### src/rtl/map_generator.sv
// Tile-map background generator for the VGA frame-buffer display.
// Emits one registered 848-pixel line of 2-bit colour codes per requested row.
// Flags when the ant sprite box hits a wall or leaves the screen.
// Counts collisions and shows the count on two active-low hex digits.
module map_generator #(
  parameter int H_PIXELS   = 848,
  parameter int V_PIXELS   = 480,
  parameter int TILE_SHIFT = 4,
  parameter int MAP_COLS   = H_PIXELS >> TILE_SHIFT,
  parameter int MAP_ROWS   = V_PIXELS >> TILE_SHIFT
) (
  input  logic                    CLK,
  input  logic                    RST,
  input  logic [8:0]              VPixel,
  input  logic [10:0]             imgX,
  input  logic [10:0]             imgY,
  output logic [2*H_PIXELS-1:0]   mapData,
  output logic                    inBounds,
  output logic [6:0]              HEX0,
  output logic [6:0]              HEX1
);

  localparam logic [1:0] C_FLOOR = 2'd0;
  localparam logic [1:0] C_GOAL  = 2'd1;
  localparam logic [1:0] C_WALL  = 2'd3;

  // Sprite bounding box offsets relative to the anchor.
  localparam logic signed [11:0] BOX_X_LO = 12'sd20;
  localparam logic signed [11:0] BOX_X_HI = 12'sd27;
  localparam logic signed [11:0] BOX_Y_LO = 12'sd23;
  localparam logic signed [11:0] BOX_Y_HI = 12'sd23;
  localparam logic signed [11:0] X_MAX    = 12'(H_PIXELS - 1);
  localparam logic signed [11:0] Y_MAX    = 12'(V_PIXELS - 1);

  // Tile ROM: border walls, a horizontal wall in row 10, one goal tile.
  function automatic logic [1:0] tile_code(input logic [5:0] row, input logic [5:0] col);
    logic [1:0] code;
    code = C_FLOOR;
    if (row == 6'd0 || row == 6'(MAP_ROWS - 1) || col == 6'd0 || col == 6'(MAP_COLS - 1))
      code = C_WALL;
    else if (row == 6'd10 && col >= 6'd10 && col <= 6'd40)
      code = C_WALL;
    else if (row == 6'd25 && col == 6'd48)
      code = C_GOAL;
    return code;
  endfunction

  // Active-low seven-segment glyphs, segment order {g,f,e,d,c,b,a}.
  function automatic logic [6:0] hex7(input logic [3:0] n);
    logic [6:0] seg;
    case (n)
      4'h0: seg = 7'b1000000;
      4'h1: seg = 7'b1111001;
      4'h2: seg = 7'b0100100;
      4'h3: seg = 7'b0110000;
      4'h4: seg = 7'b0011001;
      4'h5: seg = 7'b0010010;
      4'h6: seg = 7'b0000010;
      4'h7: seg = 7'b1111000;
      4'h8: seg = 7'b0000000;
      4'h9: seg = 7'b0010000;
      4'hA: seg = 7'b0001000;
      4'hB: seg = 7'b0000011;
      4'hC: seg = 7'b1000110;
      4'hD: seg = 7'b0100001;
      4'hE: seg = 7'b0000110;
      default: seg = 7'b0001110;
    endcase
    return seg;
  endfunction

  logic [2*H_PIXELS-1:0] r_map_data;
  logic                  r_in_bounds;
  logic [7:0]            r_count;

  logic [2*H_PIXELS-1:0] w_line;
  logic [5:0]            w_row;
  logic signed [11:0]    w_x0, w_x1, w_y0, w_y1;
  logic [5:0]            w_c0, w_c1, w_r0, w_r1;
  logic                  w_edge_hit;
  logic                  w_wall_hit;
  logic                  w_hit;

  assign w_row = {1'b0, VPixel[8:4]};

  // Expand the tile row under VPixel into one line of pixel codes.
  always_comb begin
    // NOTE: default every combinational output first so no path leaves it unassigned (no latch).
    w_line = '0;
    if (VPixel < 9'(V_PIXELS)) begin
      for (int p = 0; p < H_PIXELS; p++)
        w_line[2*p +: 2] = tile_code(w_row, 6'(p >> TILE_SHIFT));
    end
  end

  // Box edges in 12-bit signed arithmetic so negatives are detectable.
  assign w_x0 = $signed({1'b0, imgX}) - BOX_X_LO;
  assign w_x1 = $signed({1'b0, imgX}) + BOX_X_HI;
  assign w_y0 = $signed({1'b0, imgY}) - BOX_Y_LO;
  assign w_y1 = $signed({1'b0, imgY}) + BOX_Y_HI;

  assign w_edge_hit = (w_x0 < 12'sd0) || (w_x1 < 12'sd0) || (w_x0 > X_MAX) || (w_x1 > X_MAX) ||
                      (w_y0 < 12'sd0) || (w_y1 < 12'sd0) || (w_y0 > Y_MAX) || (w_y1 > Y_MAX);

  // Tile coordinates are meaningful only when no edge is off-screen.
  assign w_c0 = w_x0[9:4];
  assign w_c1 = w_x1[9:4];
  assign w_r0 = {1'b0, w_y0[8:4]};
  assign w_r1 = {1'b0, w_y1[8:4]};

  // Scan the (at most 4x4) tiles covered by the box for any wall.
  always_comb begin
    w_wall_hit = 1'b0;
    for (int i = 0; i < 4; i++) begin
      for (int j = 0; j < 4; j++) begin
        if ((w_c0 + 6'(i)) <= w_c1 && (w_r0 + 6'(j)) <= w_r1 &&
            tile_code(w_r0 + 6'(j), w_c0 + 6'(i)) == C_WALL)
          w_wall_hit = 1'b1;
      end
    end
  end

  assign w_hit = w_edge_hit || w_wall_hit;

  // Register the line data and the collision flag.
  always_ff @(posedge CLK or posedge RST) begin
    if (RST) begin
      r_map_data  <= '0;
      r_in_bounds <= 1'b0;
    end else begin
      // NOTE: state registers use non-blocking assignment so all flops update together.
      r_map_data  <= w_line;
      r_in_bounds <= w_hit;
    end
  end

  // Count rising edges of the registered collision flag; wraps 255 -> 0.
  always_ff @(posedge CLK or posedge RST) begin
    if (RST)
      r_count <= 8'd0;
    else if (w_hit && !r_in_bounds)
      r_count <= r_count + 8'd1;
  end

  assign mapData  = r_map_data;
  assign inBounds = r_in_bounds;
  assign HEX0     = hex7(r_count[3:0]);
  assign HEX1     = hex7(r_count[7:4]);

endmodule

### config.mk
export PLATFORM = sky130hd
export DESIGN_NAME = map_generator
export DESIGN_NICKNAME = d
export VERILOG_FILES = /design/src/rtl/map_generator.sv
export SDC_FILE = /design/constraint.sdc
export NUM_CORES = 1
export LEC_CHECK = 0
export BUFFER_PORTS_ARGS = -buffer_cell sky130_fd_sc_hd__buf_2
export CORE_AREA = 5 5 682 684
export CTS_CLUSTER_DIAMETER = 40
export DETAILED_ROUTE_END_ITERATION = 10
export DIE_AREA = 0 0 687 689
export GPL_ROUTABILITY_DRIVEN = 0
export GPL_TIMING_DRIVEN = 0
export SLEW_MARGIN = 40
export SYNTH_ARGS = -nofsm -noshare
export SYNTH_HDL_FRONTEND = slang
export SYNTH_SLANG_ARGS = --single-unit
### constraint.sdc
create_clock -name CLK -period 20.2 [get_ports CLK]
set_input_delay 2.02 -clock CLK [delete_from_list [all_inputs] [get_ports CLK]]
set_output_delay 2.02 -clock CLK [all_outputs]
set_load 0.02 [all_outputs]
==> impl_metrics.toml, run 1 <==
[clocking]
cts-hold-fix-buffers = 0
clkSinkCount = 13
clk_pin_slew_ps = 50
cts-root-buf = "clkbuf_16"
clk_path_buf_depth = 2
cts_made_buffers = 3
tritoncts = "yes"
post_cts_buffers = 0
post_cts_resized = 0
h-tree-depth = 1
insertion_delay_ps = 250

[min_path]
min_to = "r_count[0]"
hold_path.startpoint = "inBounds"
holdPathStages = 3
hp-class = "flip-flop to flip-flop"

[logic_synthesis]
synth_area_sq_um = 16800
synth_warnings = 0
async_reset_ff_frac = 1.00
ys_seq_elements = 13
syn_inst = 2258
syn_area_per_cell_sq_um = 7.46
synth_edf_count = 0
synth_cell_types = 79
ys_seq_area_frac = 0.0193
synth_fp_nets = 2360
synth_ff_type = "dfrtp_1"

[worst_setup_path]
cp_num_buf_inv = 3
worstSetupPathType = "primary input to flip-flop"
ff2ff_setup_slack_ps = 18640
start_kind = "primary input"
rr_startpoint = "r_count[1]"
crit_path_end_kind = "flip-flop"
path_cells = "buf_2 > o21a_1 > buf_4 > xnor2_1 > inv_1 > ha_1 > nand3_1 > mux2i_2 > xnor2_4 > ha_1 > nand3_1 > o22ai_1 > a21oi_1 > nor3_1 > or4_1 > a311oi_1 > nand4_1 > o31ai_4 > mux2_1"
worstPathMaxFanout = 10
cpLargestDelayFamily = "compound AO/OA/AOI/OAI gates"
rr_worst_depth = 4
rr_endpoint = "r_count[6]"
critical-path-slowest-cell = "xnor2_1"
path_depth = 19
critPathMaxStageDelay_ps = 650
crit_arrival_ps = 7430
required_ps = 20330

[grt]
grt_pass1_wl_um = 80800
grt_pass1_vias = 14100
grt.total_usage = 0.0204
antenna_found_initial = 9
grt_max_degree = 70
overflow = 0

[floorplanning]
die_width_um = 687
die_area_sq_um = 473000
boundaryPins = 1744
die_h_um = 689
initial_core_util = 0.0367
std_cell_rows = 249
core_area_sq_um = 458000

[drt]
drtPass1Iterations = 6
wirelength_um = 60400
wl_per_cell_um = 5.93
ant_nets = 0
drcViolationCount = 0
drt_iter0_drc = 732
vias = 16900
vias_per_cell = 1.66

[sta]
drv_slew = 0
setup_viol = 0
tightest_slew_ps = 823
rsz0062_at_grt = "no"
fin_ws_ps = 12900
fin_skew_ps = 5.30
hold_violations = 0
fin_crit_sh = 0.361
fmax_mhz = 137
max-slew-margin-rel = 0.445
finalCriticalPeriod_ps = 7300

[power]
intPower_mw = 0.371
p_comb_frac = 0.906
power.static_leakage_nw = 20.1
p_switching_mw = 0.458
power.density_nw_per_um2 = 24.5
vdd_drop_max_uv = 31.6
switching_share = 0.552
seq_power_share = 0.046
clkPwrFrac = 0.048

[place]
io_buffers = 1733
dp_hpwl_um = 52700
dp.cells = 10200
placed_area_sq_um = 33800
dp_slack_ps = 12630

[cells_and_area]
drive_gt1_frac = 0.869
final_cell_count_no_fill = 10200
final_cell_area_sq_um = 33900
area_delta_synth_final_pct = 101
mostFrequentLayoutCells = "buf_2 (1,740), buf_4 (1,693), ha_1 (69)"
fin_nets = 4126
final_common_cell = "buf_2"

[run_status]
status = "completed"

[flow_run]
maxCapViolCount = 0
[power by group through the flow]
stage	combinational, mW	clock, mW	sequential, mW
after floorplan	0.744	0	0.0593
after global placement	1.07	0	0.0707
after detailed placement	0.774	0	0.0391
after CTS	0.775	0.0407	0.0386
after global routing	0.815	0.0417	0.0395
final	0.750	0.0400	0.0380
[routing by layer]
metal / GRT usage / up-vias / share of wire
met2: 0.0418 / 838 / 0.55
met1: 0.0217 / 7038 / 0.34
met4: 0.00231 / 0 / 0.012
met3: 0.00405 / 47 / 0.098
met5: 0 / - / 0
li1: - / 9000 / -
[how the worst max path moves through the flow]
stage | to | startpoint
floorplan | mapData[1000] | mapData[1311]
global placement | mapData[320] | mapData[1311]
detailed placement | r_count[1] | imgX[2]
CTS | r_count[1] | imgX[2]
global route | r_count[7] | imgX[2]
finish | r_count[1] | imgX[2]
[flip-flops by register name (all words and copies together), names as in the netlist]
signal / flops
mapData: 4
inBounds: 1
r_count: 8
[tightest hold or removal path: cells and delay by family, from the launching register on]
family | cells | cell delay (ps)
flops | 1 | 340
compound gates | 1 | 130
xor+xnor | 1 | 80
buf+inv | 1 | 70
[through the flow]
| step | setup TNS (ps) | hold slack [ps] | power, mW | utilization |
|---|---|---|---|---|
| finish | 0 | 661 | 0.828 | 0.0739 |
| global route | 0 | 733 | 0.896 | 0.0739 |
| CTS | 0 | 670 | 0.854 | 0.0739 |
| detailed placement | 0 | 656 | 0.813 | 0.0737 |
| global placement | -3367460 | 649 | 1.14 | 0.0725 |
| floorplan | 0 | 572 | 0.804 | - |
[synth_stat cells (all sizes together), types with 6 or more instances]
cell / number / area share
buf: 1702 / 0.76
ha: 69 / 0.051
nand2: 51 / 0.011
o21ai: 47 / 0.015
nor2: 41 / 0.0093
a21oi: 39 / 0.012
inv: 34 / 0.0076
xnor2: 32 / 0.019
nand3: 25 / 0.0074
nor3: 17 / 0.0051
clkbuf: 15 / 0.0033
dfrtp: 13 / 0.019
nand4: 11 / 0.0041
xor2: 11 / 0.0057
mux2i: 10 / 0.0062
nand2b: 9 / 0.0033
o22ai: 9 / 0.0033
a211oi: 7 / 0.0031
a31oi: 6 / 0.0026
mux2: 6 / 0.0040
nor2b: 6 / 0.0022
o21a: 6 / 0.0027
or3: 6 / 0.0025
[cells by family after synthesis]
logic type	after synthesis	synth area share
mux	16	0.0102
compound gates	165	0.0652
buf+inv	1752	0.769
flops	13	0.0193
simple gates	198	0.0595
fa+ha+maj	71	0.0525
xor+xnor	43	0.0244
[final cells by class]
| class | count | area [sq um] |
|---|---|---|
| Inverter | 35 | 131 |
| Buffer | 1717 | 12800 |
| Multi-Input combinational cell | 493 | 3580 |
| Tap cell | 6149 | 7690 |
| Antenna cell | 2 | 5.00 |
| Timing Repair Buffer | 1761 | 9230 |
| Fill cell | 53900 | 424000 |
| Clock buffer | 3 | 75.1 |
| Sequential cell | 13 | 337 |
| Clock inverter | 1 | 5.00 |
No activity file was read; power rests on OpenSTA's default activity.
==> run 2: changes to the inputs <==
Settings changed: ABC_AREA set to 1, CORE_AREA 5 5 682 684 to 5 5 685 687, DIE_AREA 0 0 687 689 to 0 0 690 692.
Clock period 20.2 ns to 7.1 ns, I/O delays scaled along.
==> impl_metrics.toml, run 2 <==
[grt]
overflow = 0
grt_pass1_wl_um = 84700
grt.total_usage = 0.0211
grt_max_degree = 75
antenna_found_initial = 2
grt_pass1_vias = 14500

[worst_setup_path]
start_kind = "flip-flop"
path_cells = "buf_12 > buf_12 > buf_12 > buf_12 > buf_12 > buf_12 > buf_12 > buf_12 > buf_16 > buf_12 > buf_12 > buf_4 > buf_2"
crit_path_end_kind = "primary output"
cp_common_cell = "buf_12"
worstPathMaxFanout = 74
critPathMaxStageDelay_ps = 590
worstSetupPathType = "flip-flop to primary output"
crit_arrival_ps = 4590
critical-path-slowest-cell = "dfrtp_4"
required_ps = 6390

[clocking]
cts-root-buf = "clkbuf_16"
post_cts_resized = 0
cts_made_buffers = 3
insertion_delay_ps = 240
post_cts_buffers = 0
clkSinkCount = 13
cts-hold-fix-buffers = 0
clk_pin_slew_ps = 50
h-tree-depth = 1
tritoncts = "yes"
clk_path_buf_depth = 2

[sta]
fin_skew_ps = 2.47
fin_crit_sh = 0.747
fmax_mhz = 189
setup_viol = 0
tightest_slew_ps = 657
rsz0062_at_grt = "no"
drv_slew = 0
hold_violations = 0
max-slew-margin-rel = 0.562
finalCriticalPeriod_ps = 5300

[drt]
drtPass1Iterations = 5
ant_nets = 0
vias_per_cell = 1.65
drcViolationCount = 0
vias = 17200
drt_iter0_drc = 862
wl_per_cell_um = 5.74
wirelength_um = 59800

[flow_run]
maxCapViolCount = 0

[cells_and_area]
final_common_cell = "buf_2"
final_cell_count_no_fill = 10400
largest_reg_flops = 8
top_register = "r_count"
fin_nets = 4323
drive_gt1_frac = 0.835
area_delta_synth_final_pct = 101
final_cell_area_sq_um = 34100
num-fill-cells = 54600
mostFrequentLayoutCells = "buf_2 (1,743), buf_4 (1,693), nand2_1 (246)"

[logic_synthesis]
synth_area_sq_um = 17000
synth.top_cell.area_share = 0.749
synth_ff_type = "dfrtp_1"
synth_cell_types = 36
synth_fp_nets = 2552
synth_common_cells = "buf_4 (1,693), nand2_1 (246), inv_1 (100)"
synth_most_common_cell = "buf_4"
syn_area_per_cell_sq_um = 6.93
yosys.area.top_type = "buf_4"
async_reset_ff_frac = 1.00
synth_warnings = 0
synth.area.top_cells = "buf_4 (75%), nand2_1 (5.4%), ha_1 (5.1%), nand3_1 (2.5%), inv_1 (2.2%)"
syn_inst = 2450
ys_seq_area_frac = 0.0192
synth_edf_count = 0
ys_seq_elements = 13

[power]
power.static_leakage_nw = 20.9
vdd_drop_max_uv = 71.2
power.density_nw_per_um2 = 64.8

[place]
io_buffers = 1738
dp_hpwl_um = 52100
dp.cells = 10400
placed_area_sq_um = 34000

[min_path]
hp-class = "primary input to asynchronous set/reset pin"

[floorplanning]
die_h_um = 692
initial_core_util = 0.0367
core_area_sq_um = 462000
std_cell_rows = 250
boundaryPins = 1744
die_area_sq_um = 477000
die_width_um = 690

[run_status]
status = "completed"
run 2: area by class of cell:
cell class | instances | area (sq um) | area share
buffer | 1699 | 12700 | 0.373
multi-input combinational | 628 | 3490 | 0.102
inverter | 110 | 413 | 0.0121
timing repair buffer | 1766 | 9290 | 0.272
sequential | 13 | 338 | 0.00990
antenna | 23 | 57.6 | 0.00169
tap | 6174 | 7720 | 0.226
clock buffer | 4 | 78.8 | 0.00231
run 2: worst paths after layout:
| path | cells after the start | from | end | slack [ps] |
|---|---|---|---|---|
| max reg2reg | 6 | r_count[0] | r_count[7] | 5540 |
| max | 13 | mapData[1311] | mapData[1138] | 1800 |
| min reg2reg | 2 | r_count[0] | r_count[0] | 590 |
| max in group asynchronous | 2 | RST | mapData[1311] | 6200 |
| min in group CLK | 2 | r_count[0] | r_count[0] | 590 |
| min | 2 | RST | r_count[6] | 500 |
run 2: per-layer routing:
layer | wire length (um) | GRT usage | share of wire | vias up
met5 | 0 | 0 | 0 | -
met4 | 303 | 0.00118 | 0.0051 | 0
met3 | 6960 | 0.00967 | 0.12 | 22
met2 | 31200 | 0.0403 | 0.52 | 742
met1 | 21300 | 0.0218 | 0.36 | 7027
li1 | - | - | - | 9401
run 2: report_power, final:
group / leakage (nW) / internal, mW / switching, mW
sequential: 0.162 / 0.0829 / 0.0177
clock: 0.0383 / 0.0758 / 0.0318
combinational: 20.7 / 0.859 / 1.14
total: 20.9 / 1.02 / 1.19
run 2: stage by stage:
step | util | TNS, ps | hold WS, ps | worst slack, ps | power (mW)
final | 0.0738 | 0 | 505 | 1800 | 2.21
after global routing | 0.0737 | 0 | 561 | 1430 | 2.38
after CTS | 0.0737 | 0 | 560 | 1790 | 2.24
after detailed placement | 0.0735 | 0 | 582 | 2050 | 2.12
after global placement | 0.0722 | -2551760 | 582 | -2560 | 2.44
after floorplan | - | 0 | 531 | 265 | 1.76
run 2: cells by family after synthesis:
family                     count (synthesis)  synth area share
DFF                                       13            0.0192
and+or+nand+nor                          485             0.127
AOI/OAI and AO/OA                         65            0.0226
xor gates and xnor gates                   9           0.00509
buffers and inverters                   1809             0.775
adders and majority gates                 69            0.0509
run 2: critical path, delay by kind of cell, from the launching register on:
kind     cells  cell delay (ps)
flops        1              590
buf+inv     13             3440
